===== src/rtl/alu_select_sequencer_pkg.sv =====
// ============================================================================
// Module : alu_select_sequencer_pkg
// Brief  : Shared opcode channels, FSM state encoding and defaults for the
//          ALU select sequencer.
// Rev    : 1.0  initial release
// ============================================================================
`default_nettype none

package alu_select_sequencer_pkg;

  typedef enum logic [1:0] {
    IDLE = 2'd0,
    EXEC = 2'd1,
    HOLD = 2'd2
  } state_t;

  localparam int unsigned CNT_W = 4;

  localparam logic [3:0] OP_ADD = 4'd0;
  localparam logic [3:0] OP_SUB = 4'd1;
  localparam logic [3:0] OP_AND = 4'd2;
  localparam logic [3:0] OP_OR  = 4'd3;
  localparam logic [3:0] OP_XOR = 4'd4;
  localparam logic [3:0] OP_SHL = 4'd5;
  localparam logic [3:0] OP_MUL = 4'd14;
  localparam logic [3:0] OP_DIV = 4'd15;

  localparam logic [15:0] DEFAULT_MC_MASK = 16'hC000;

endpackage

`default_nettype wire


===== src/rtl/alu_select_sequencer_if.sv =====
// ============================================================================
// Module : alu_select_sequencer_if
// Brief  : Opcode/result handshake bundle between op source, sequencer and
//          result consumer. err exists only with ALU_SEQ_ILLEGAL_EN.
// Rev    : 1.0  initial release
// ============================================================================
`default_nettype none

interface alu_select_sequencer_if #(
  parameter int OP_W  = 4,
  parameter int SEL_W = 16
);
  import alu_select_sequencer_pkg::*;

  logic             op_valid;
  logic             op_ready;
  logic [OP_W-1:0]  op_code;
  logic [SEL_W-1:0] sel;
  logic             res_valid;
  logic             res_ready;
  logic             busy;
`ifdef ALU_SEQ_ILLEGAL_EN
  logic             err;
`endif

  modport master (
    output op_valid, op_code, res_ready,
`ifdef ALU_SEQ_ILLEGAL_EN
    input  err,
`endif
    input  op_ready, sel, res_valid, busy
  );

  modport slave (
    input  op_valid, op_code, res_ready,
`ifdef ALU_SEQ_ILLEGAL_EN
    output err,
`endif
    output op_ready, sel, res_valid, busy
  );

endinterface

`default_nettype wire


===== src/rtl/alu_select_sequencer_onehot_decoder.sv =====
// ============================================================================
// Module : onehot_decoder
// Brief  : Combinational binary-to-one-hot decoder (1 << code).
// Rev    : 1.0  initial release
// ============================================================================
`default_nettype none

module onehot_decoder #(
  parameter int OP_W  = 4,
  parameter int SEL_W = 16
) (
  input  logic [OP_W-1:0]  code,
  output logic [SEL_W-1:0] onehot
);

  for (genvar i = 0; i < SEL_W; i++) begin : g_bit
    assign onehot[i] = (code == OP_W'(i));
  end

endmodule

`default_nettype wire


===== src/rtl/alu_select_sequencer.sv =====
// ============================================================================
// Module : alu_select_sequencer
// Brief  : Accepts opcodes, drives a held one-hot mux select for the op's
//          latency and hands the result off. Option: ALU_SEQ_ILLEGAL_EN.
// Rev    : 1.0  initial release
// ============================================================================
`default_nettype none

module alu_select_sequencer
  import alu_select_sequencer_pkg::*;
#(
  parameter int               OP_W      = 4,
  parameter int               SEL_W     = 16,
  parameter int               MC_CYCLES = 4,
  parameter logic [SEL_W-1:0] MC_MASK   = DEFAULT_MC_MASK
`ifdef ALU_SEQ_ILLEGAL_EN
  ,
  parameter logic [SEL_W-1:0] ILL_MASK  = 16'h0000
`endif
) (
  input  logic                 clk,
  input  logic                 rst_n,
  alu_select_sequencer_if.slave bus
);

  state_t           state_q, state_d;
  logic [SEL_W-1:0] sel_q, sel_d;
  logic             res_valid_q, res_valid_d;
  logic             busy_q, busy_d;
  logic [CNT_W-1:0] cnt_q, cnt_d;
`ifdef ALU_SEQ_ILLEGAL_EN
  logic             err_q, err_d;
`endif

  logic [SEL_W-1:0] dec_sel;
  logic             op_ready;
  logic             accept;

  onehot_decoder #(
    .OP_W  (OP_W),
    .SEL_W (SEL_W)
  ) u_dec (
    .code   (bus.op_code),
    .onehot (dec_sel)
  );

  // HOLD with res_ready frees the slot in the same cycle, so ops stream back-to-back.
  assign op_ready = (state_q == IDLE) | ((state_q == HOLD) & bus.res_ready);
  assign accept   = bus.op_valid & op_ready;

  always_comb begin
    state_d     = state_q;
    sel_d       = sel_q;
    res_valid_d = res_valid_q;
    busy_d      = busy_q;
    cnt_d       = cnt_q;
`ifdef ALU_SEQ_ILLEGAL_EN
    err_d       = err_q;
`endif

    case (state_q)
      EXEC: begin
        if (cnt_q == CNT_W'(1)) begin
          state_d     = HOLD;
          res_valid_d = 1'b1;
          cnt_d       = '0;
        end else begin
          cnt_d = cnt_q - CNT_W'(1);
        end
      end
      HOLD: begin
        if (bus.res_ready) begin
          state_d     = IDLE;
          sel_d       = '0;
          res_valid_d = 1'b0;
          busy_d      = 1'b0;
`ifdef ALU_SEQ_ILLEGAL_EN
          err_d       = 1'b0;
`endif
        end
      end
      IDLE:    ;
      default: state_d = IDLE;
    endcase

    // A new op overrides the hand-off above, whether from IDLE or HOLD.
    if (accept) begin
      sel_d  = dec_sel;
      busy_d = 1'b1;
      if (MC_MASK[bus.op_code]) begin
        state_d     = EXEC;
        res_valid_d = 1'b0;
        cnt_d       = CNT_W'(MC_CYCLES - 1);
      end else begin
        state_d     = HOLD;
        res_valid_d = 1'b1;
      end
`ifdef ALU_SEQ_ILLEGAL_EN
      err_d = 1'b0;
      if (ILL_MASK[bus.op_code]) begin
        sel_d       = '0;
        state_d     = HOLD;
        res_valid_d = 1'b1;
        err_d       = 1'b1;
      end
`endif
    end
  end

  always_ff @(posedge clk or negedge rst_n) begin
    if (!rst_n) begin
      state_q     <= IDLE;
      sel_q       <= '0;
      res_valid_q <= 1'b0;
      busy_q      <= 1'b0;
      cnt_q       <= '0;
`ifdef ALU_SEQ_ILLEGAL_EN
      err_q       <= 1'b0;
`endif
    end else begin
      state_q     <= state_d;
      sel_q       <= sel_d;
      res_valid_q <= res_valid_d;
      busy_q      <= busy_d;
      cnt_q       <= cnt_d;
`ifdef ALU_SEQ_ILLEGAL_EN
      err_q       <= err_d;
`endif
    end
  end

  assign bus.op_ready  = op_ready;
  assign bus.sel       = sel_q;
  assign bus.res_valid = res_valid_q;
  assign bus.busy      = busy_q;
`ifdef ALU_SEQ_ILLEGAL_EN
  assign bus.err       = err_q;
`endif

endmodule

`default_nettype wire


===== src/flat_wrapper.sv =====
// flat-port wrapper written by rule: the top's interface ports become plain ports
module alu_select_sequencer_flat import alu_select_sequencer_pkg::*;
#(
  parameter int               OP_W      = 4,
  parameter int               SEL_W     = 16,
  parameter int               MC_CYCLES = 4,
  parameter logic [SEL_W-1:0] MC_MASK   = DEFAULT_MC_MASK

)
  (clk, rst_n, bus_op_valid, bus_op_code, bus_res_ready, bus_op_ready, bus_sel, bus_res_valid, bus_busy);
  alu_select_sequencer_if #(.OP_W(OP_W), .SEL_W(SEL_W)) bus_i ();
  input  logic clk;
  input  logic rst_n;
  input wire logic [$bits(bus_i.op_valid)-1:0] bus_op_valid;
  input wire logic [$bits(bus_i.op_code)-1:0] bus_op_code;
  input wire logic [$bits(bus_i.res_ready)-1:0] bus_res_ready;
  output wire logic [$bits(bus_i.op_ready)-1:0] bus_op_ready;
  output wire logic [$bits(bus_i.sel)-1:0] bus_sel;
  output wire logic [$bits(bus_i.res_valid)-1:0] bus_res_valid;
  output wire logic [$bits(bus_i.busy)-1:0] bus_busy;
  assign bus_i.op_valid = bus_op_valid;
  assign bus_i.op_code = bus_op_code;
  assign bus_i.res_ready = bus_res_ready;
  assign bus_op_ready = bus_i.op_ready;
  assign bus_sel = bus_i.sel;
  assign bus_res_valid = bus_i.res_valid;
  assign bus_busy = bus_i.busy;
  alu_select_sequencer #(.OP_W(OP_W), .SEL_W(SEL_W), .MC_CYCLES(MC_CYCLES), .MC_MASK(MC_MASK)) u_core (.clk(clk), .rst_n(rst_n), .bus(bus_i));
endmodule

===== config.mk =====
export PLATFORM = sky130hd
export DESIGN_NAME = alu_select_sequencer_flat
export DESIGN_NICKNAME = d
export VERILOG_FILES = /design/src/rtl/alu_select_sequencer_pkg.sv /design/src/rtl/alu_select_sequencer_if.sv /design/src/rtl/alu_select_sequencer_onehot_decoder.sv /design/src/rtl/alu_select_sequencer.sv /design/src/flat_wrapper.sv
export SDC_FILE = /design/constraint.sdc
export NUM_CORES = 1
export LEC_CHECK = 0
export CORE_MARGIN = 5
export CORE_UTILIZATION = 50
export DETAILED_ROUTE_END_ITERATION = 6
export PLACE_DENSITY_LB_ADDON = 0.05
export SLEW_MARGIN = 15
export SYNTH_ARGS = -nofsm -noshare
export SYNTH_HDL_FRONTEND = slang
export SYNTH_SLANG_ARGS = --single-unit

===== constraint.sdc =====
create_clock -name clk -period 4.9 [get_ports clk]
set_input_delay 0.49 -clock clk [delete_from_list [all_inputs] [get_ports clk]]
set_output_delay 0.49 -clock clk [all_outputs]
set_load 0.02 [all_outputs]

==> flow_metrics.tcl, run 1 <==
set metrics [dict create \
    status "complete, no violations" \
    power_density_nw_per_um2 429 \
    drt-vias-per-instance 5.38 \
    fp.dieW_um 56.8 \
    grt_pass1_wl_um 3870 \
    required_ns 4.41 \
    maxCapViolCount 0 \
    drive_above_1_share 0.0511 \
    netlist_area_sq_um 1100 \
    tns_ns 0 \
    io_buffer_count 26 \
    grt_overflow 0 \
    max-vdd-ir-drop_mv 0.254 \
    final_nets 152 \
    drt_iter0_drc 14 \
    synth_cell_types 27 \
    syn_area_per_cell_sq_um 9.98 \
    vias 887 \
    rsz0062_at_grt "no" \
    timing.final.crit_share 0.483 \
    clockBufferDepth 2 \
    ys_ff_latch 24 \
    slew_headroom 0.547 \
    area_growth_pct 27.5 \
    numCtsBuffers 3 \
    drc 0 \
    synth.yosys.seq_area_share 0.547 \
    grt_max_degree 25 \
    first_pass_iters 4 \
    layout_common_cells "nand2_1 (25), clkdlybuf4s50_1 (25), dfrtp_1 (24), o21ai_0 (7), o21ai_1 (7)" \
    grt_usage 0.153 \
    skew_ns 0.00102 \
    grt_pass1_vias 871 \
    min_period_ns 2.37 \
    wl_per_cell_um 13.8 \
    cts_tree "done" \
    root_buffer "clkbuf_4" \
    coreArea_sq_um 2150 \
    power.leakage_nw 0.610 \
    seqCellArea_sq_um 601 \
    clk_latency_ns 0.30 \
    pre_cts_slack_ns 2.59 \
    worst_pin_slew_ns 0.680 \
    hp-class "input pin to asynchronous set/reset pin" \
    multi_input_area_sq_um 459 \
    dpl-instance-area_sq_um 1380 \
    postCtsSetupRepairBufs 0 \
    r2r_slack_ns 3.14 \
    drv_slew 0 \
    critPathLaunchType "flip-flop" \
    dpl.cell_count 162 \
    dieArea_sq_um 3230 \
    synthCells 110 \
    drt_wl_total_um 2270 \
    crit_path_max_fanout 6 \
    place_hpwl_um 1780 \
    place_congestion 0.777 \
    clk_pin_slew_ns 0.12 \
    start_util 0.511 \
    setup_violations 0 \
    post_cts_resized 0 \
    synth_warnings 0 \
    max_freq_ghz 0.422 \
    antenna_left 0 \
    cp-end-kind "output pin" \
    pin_count 27 \
    fill_cells 195 \
    cts_hold_buffers 0 \
    cts_sinks 24 \
    antenna_found_initial 0 \
    placementRows 17 \
    fin_ws_ns 2.53 \
    hold_viol 0 \
    diodes 0 \
    crit_type "flip-flop to output pin" \
    design_area_sq_um 1400 \
    instances_no_fill 165 \
    htreeDepth 1 \
    syn_nets 123 \
    crit_arrival_ns 1.88 \
    fp.dieH_um 56.8 \
    total_power_mw 0.599 \
]
[metrics by stage]
step | utilization | hold WS (ns)
floorplan | - | 0.194
global placement | 0.643 | 0.463
detailed placement | 0.643 | 0.465
CTS | 0.653 | 0.504
global route | 0.651 | 0.166
finish | 0.651 | 0.145
[where the power goes]
group          switching [mW]  internal (mW)
Sequential             0.0273          0.240
Clock                  0.0526         0.0286
Combinational           0.145          0.107
Total                   0.225          0.375
[cells in the mapped netlist, drive strengths merged]
master | n | area share
a21oi | 3 | 0.017
nand3 | 1 | 0.0046
or3b | 1 | 0.0080
ha | 5 | 0.057
dfrtp | 24 | 0.55
o21ai | 14 | 0.064
nand2b | 4 | 0.023
or4b | 1 | 0.0091
nor2 | 4 | 0.014
a211oi | 3 | 0.021
a21o | 1 | 0.0068
a311oi | 1 | 0.0080
nor3 | 3 | 0.014
nor2b | 1 | 0.0057
and2 | 1 | 0.0057
clkbuf | 1 | 0.0034
inv | 7 | 0.024
a32o | 4 | 0.036
nand2 | 25 | 0.086
buf | 1 | 0.0068
a22oi | 1 | 0.011
a211o | 1 | 0.0080
nand3b | 2 | 0.014
o211ai | 1 | 0.0068
[cells by family (layout without fill, tap and decap cells)]
kind of cell / count (synthesis) / in the layout / synth area share
AOI/OAI and AO/OA: 29 / 29 / 0.179
DFF: 24 / 24 / 0.547
adders and majority gates: 5 / 5 / 0.0570
and+or+nand+nor: 43 / 43 / 0.182
buffers and inverters: 9 / 36 / 0.0342
[cell type report]
type                       count  share of cell area
clock buffer                   3              0.0161
inverter                       7              0.0188
multi-input combinational     77               0.328
sequential                    24               0.429
tap                           28              0.0250
timing repair buffer          26               0.182
[sequential cells by signal (all words and copies together), names as in the netlist]
name,count
u_core.state_q,2
u_core.bus.busy,1
u_core.bus.sel,16
u_core.bus.res_valid,1
u_core.cnt_q,4
[final timing paths]
check	cells after the start	startpoint	to
setup reg to reg	7	u_core.state_q[0]$_DFFE_PN0P_	u_core.bus.sel[9]$_DFFE_PN0P_
setup / recovery	5	u_core.state_q[0]$_DFFE_PN0P_	bus_op_ready
max in group asynchronous	1	rst_n	u_core.bus.sel[8]$_DFFE_PN0P_
hold reg to reg	2	u_core.bus.sel[2]$_DFFE_PN0P_	u_core.bus.sel[2]$_DFFE_PN0P_
min in group clk	2	u_core.bus.sel[2]$_DFFE_PN0P_	u_core.bus.sel[2]$_DFFE_PN0P_
hold / removal	1	rst_n	u_core.cnt_q[3]$_DFF_PN0_
[routing by layer]
metal,GRT usage,up-vias,part of all wire
met3,0.0391,2,0.062
met4,0.0497,0,0.0079
li1,-,435,-
met2,0.244,26,0.46
met5,0,-,0
met1,0.203,424,0.47
[worst max-delay path, stage by stage, from the launching register on]
cell             delay (ns)
dfrtp_1                0.40
inv_1                  0.10
ha_1                   0.30
a21oi_2                0.12
inv_2                  0.06
clkdlybuf4s50_1        0.59
Power figures use the tool's default switching activity.
==> inputs of run 2 (changes only) <==
- CORE_UTILIZATION: 50 -> 43
- clock period: 4.9 -> 2 ns (I/O delays scaled with it)
==> flow_metrics.tcl, run 2 (synthesis gave the netlist of run 1 again) <==
set metrics [dict create \
    grt_usage 0.148 \
    cp_num_cells 5 \
    wl_per_cell_um 13.7 \
    grt_pass1_vias 917 \
    r2r-start "u_core.state_q[0]$_DFFE_PN0P_" \
    layout_common_cells "nand2_1 (25), clkdlybuf4s50_1 (25), dfrtp_1 (24), o21ai_0 (7), o21ai_1 (7)" \
    switchingPower_mw 0.564 \
    pre_cts_slack_ns 0.271 \
    drt_iter0_drc 16 \
    setup_violations 0 \
    cp_cell_sequence "inv_1 -> ha_1 -> a21oi_2 -> inv_2 -> dlygate4sd2_1" \
    drive_above_1_share 0.0780 \
    worst_path_largest_cell_delay_ns 0.40 \
    drv_slew 0 \
    r2r_slack_ns 0.36 \
    tns_ns 0 \
    placementRows 18 \
    fin_ws_ns 0.230 \
    post_cts_resized 2 \
    cts_hold_buffers 0 \
    cts_sinks 24 \
    clkPwrFrac 0.165 \
    hp-class "input pin to asynchronous set/reset pin" \
    final_nets 155 \
    max_freq_ghz 0.565 \
    clk_latency_ns 0.31 \
    dpl.cell_count 167 \
    area_growth_pct 31.6 \
    crit_path_max_fanout 4 \
    worst_pin_slew_ns 0.366 \
    rsz0062_at_grt "no" \
    required_ns 1.80 \
    p_sw_frac 0.368 \
    seq_power_share 0.425 \
    first_pass_iters 5 \
    drc 0 \
    utilization 0.588 \
    design_area_sq_um 1440 \
    io_buffer_count 26 \
    start_util 0.447 \
    cp-end-kind "output pin" \
    grt_max_degree 25 \
    power_density_nw_per_um2 1060 \
    power_frac_comb 0.410 \
    cp_slowest_cell "dfrtp_1" \
    hold_viol 0 \
    max-vdd-ir-drop_mv 0.747 \
    reg2reg_depth 7 \
    coreArea_sq_um 2450 \
    drt-vias-per-instance 5.29 \
    dpl-instance-area_sq_um 1410 \
    dieArea_sq_um 3660 \
    place_hpwl_um 1800 \
    status "complete, no violations" \
    grt_pass1_wl_um 4030 \
    timing.final.crit_share 0.885 \
    pin_count 27 \
    critPathLaunchType "flip-flop" \
    antenna_found_initial 0 \
    r2r_end "u_core.bus.sel[6]$_DFFE_PN0P_" \
    worst-path-buf-inv 3 \
    grt_overflow 0 \
    postCtsSetupRepairBufs 0 \
    place_congestion 0.817 \
    crit_type "flip-flop to output pin" \
    fp.dieW_um 60.5 \
    antenna_left 0 \
    p_int_mw 0.968 \
    diodes 0 \
    htreeDepth 1 \
    maxCapViolCount 0 \
    numCtsBuffers 3 \
    root_buffer "clkbuf_4" \
    min_period_ns 1.77 \
    crit_arrival_ns 1.57 \
    drt_wl_total_um 2350 \
    skew_ns 0.000976 \
    cts_tree "done" \
    clk_pin_slew_ns 0.13 \
    clockBufferDepth 2 \
    largest_reg_flops 16 \
    slew_headroom 0.754 \
    vias 905 \
    instances_no_fill 171 \
    power.leakage_nw 0.632 \
    path_delay_family "buffers and inverters" \
    fp.dieH_um 60.5 \
]
run 2: cell types whose count changed in the layout (fill, tap and decap cells not counted):
cell | previous run | this run
ha_1 | 5 | 4
buf_4 | 0 | 3
dlygate4sd2_1 | 0 | 1
clkbuf_8 | 0 | 1
ha_2 | 0 | 1
buf_2 | 1 | 0
run 2: cell type report:
cell class              instances  area [sq um]
flip-flops and latches         24           601
clock buffers                   4          36.3
inverters                       7          26.3
repair buffers                 29           282
well taps                      30          37.5
multi-input cells              77           462
fillers                       237          1010
run 2: through the flow:
step           hold WS [ns]  total power, mW
2_1_floorplan       -0.0956             1.05
3_3_place_gp          0.463             1.29
3_5_place_dp          0.474             1.30
4_1_cts               0.226             1.55
5_1_grt               0.231             1.65
6_report              0.227             1.53
run 2: how the worst max path moves through the flow:
stage / start / endpoint / slack (ns)
after floorplan: u_core.state_q[0]$_DFFE_PN0P_ / u_core.bus.res_valid$_DFFE_PN0P_ / 0.38
after global placement: bus_res_ready / bus_op_ready / 0.29
after detailed placement: bus_res_ready / bus_op_ready / 0.27
after CTS: u_core.state_q[1]$_DFFE_PN0P_ / bus_op_ready / 0.20
after global routing: u_core.state_q[1]$_DFFE_PN0P_ / bus_op_ready / 0.12
final: u_core.state_q[1]$_DFFE_PN0P_ / bus_op_ready / 0.23
run 2: layer usage:
| metal | global-route usage | routed length [um] | share of wire |
|---|---|---|---|
| met1 | 0.198 | 1080 | 0.46 |
| met2 | 0.235 | 1080 | 0.46 |
| met3 | 0.0340 | 165 | 0.070 |
| met4 | 0.0557 | 17 | 0.0072 |
| met5 | 0 | 0 | 0 |
run 2: power by group through the flow:
stage                     registers (mW)  logic (mW)  clock network [mW]
after CTS                          0.653       0.637               0.265
after global routing               0.670       0.691               0.289
after global placement             0.658       0.631                   0
after detailed placement           0.663       0.641                   0
final                              0.651       0.628               0.253
after floorplan                    0.718       0.336                   0
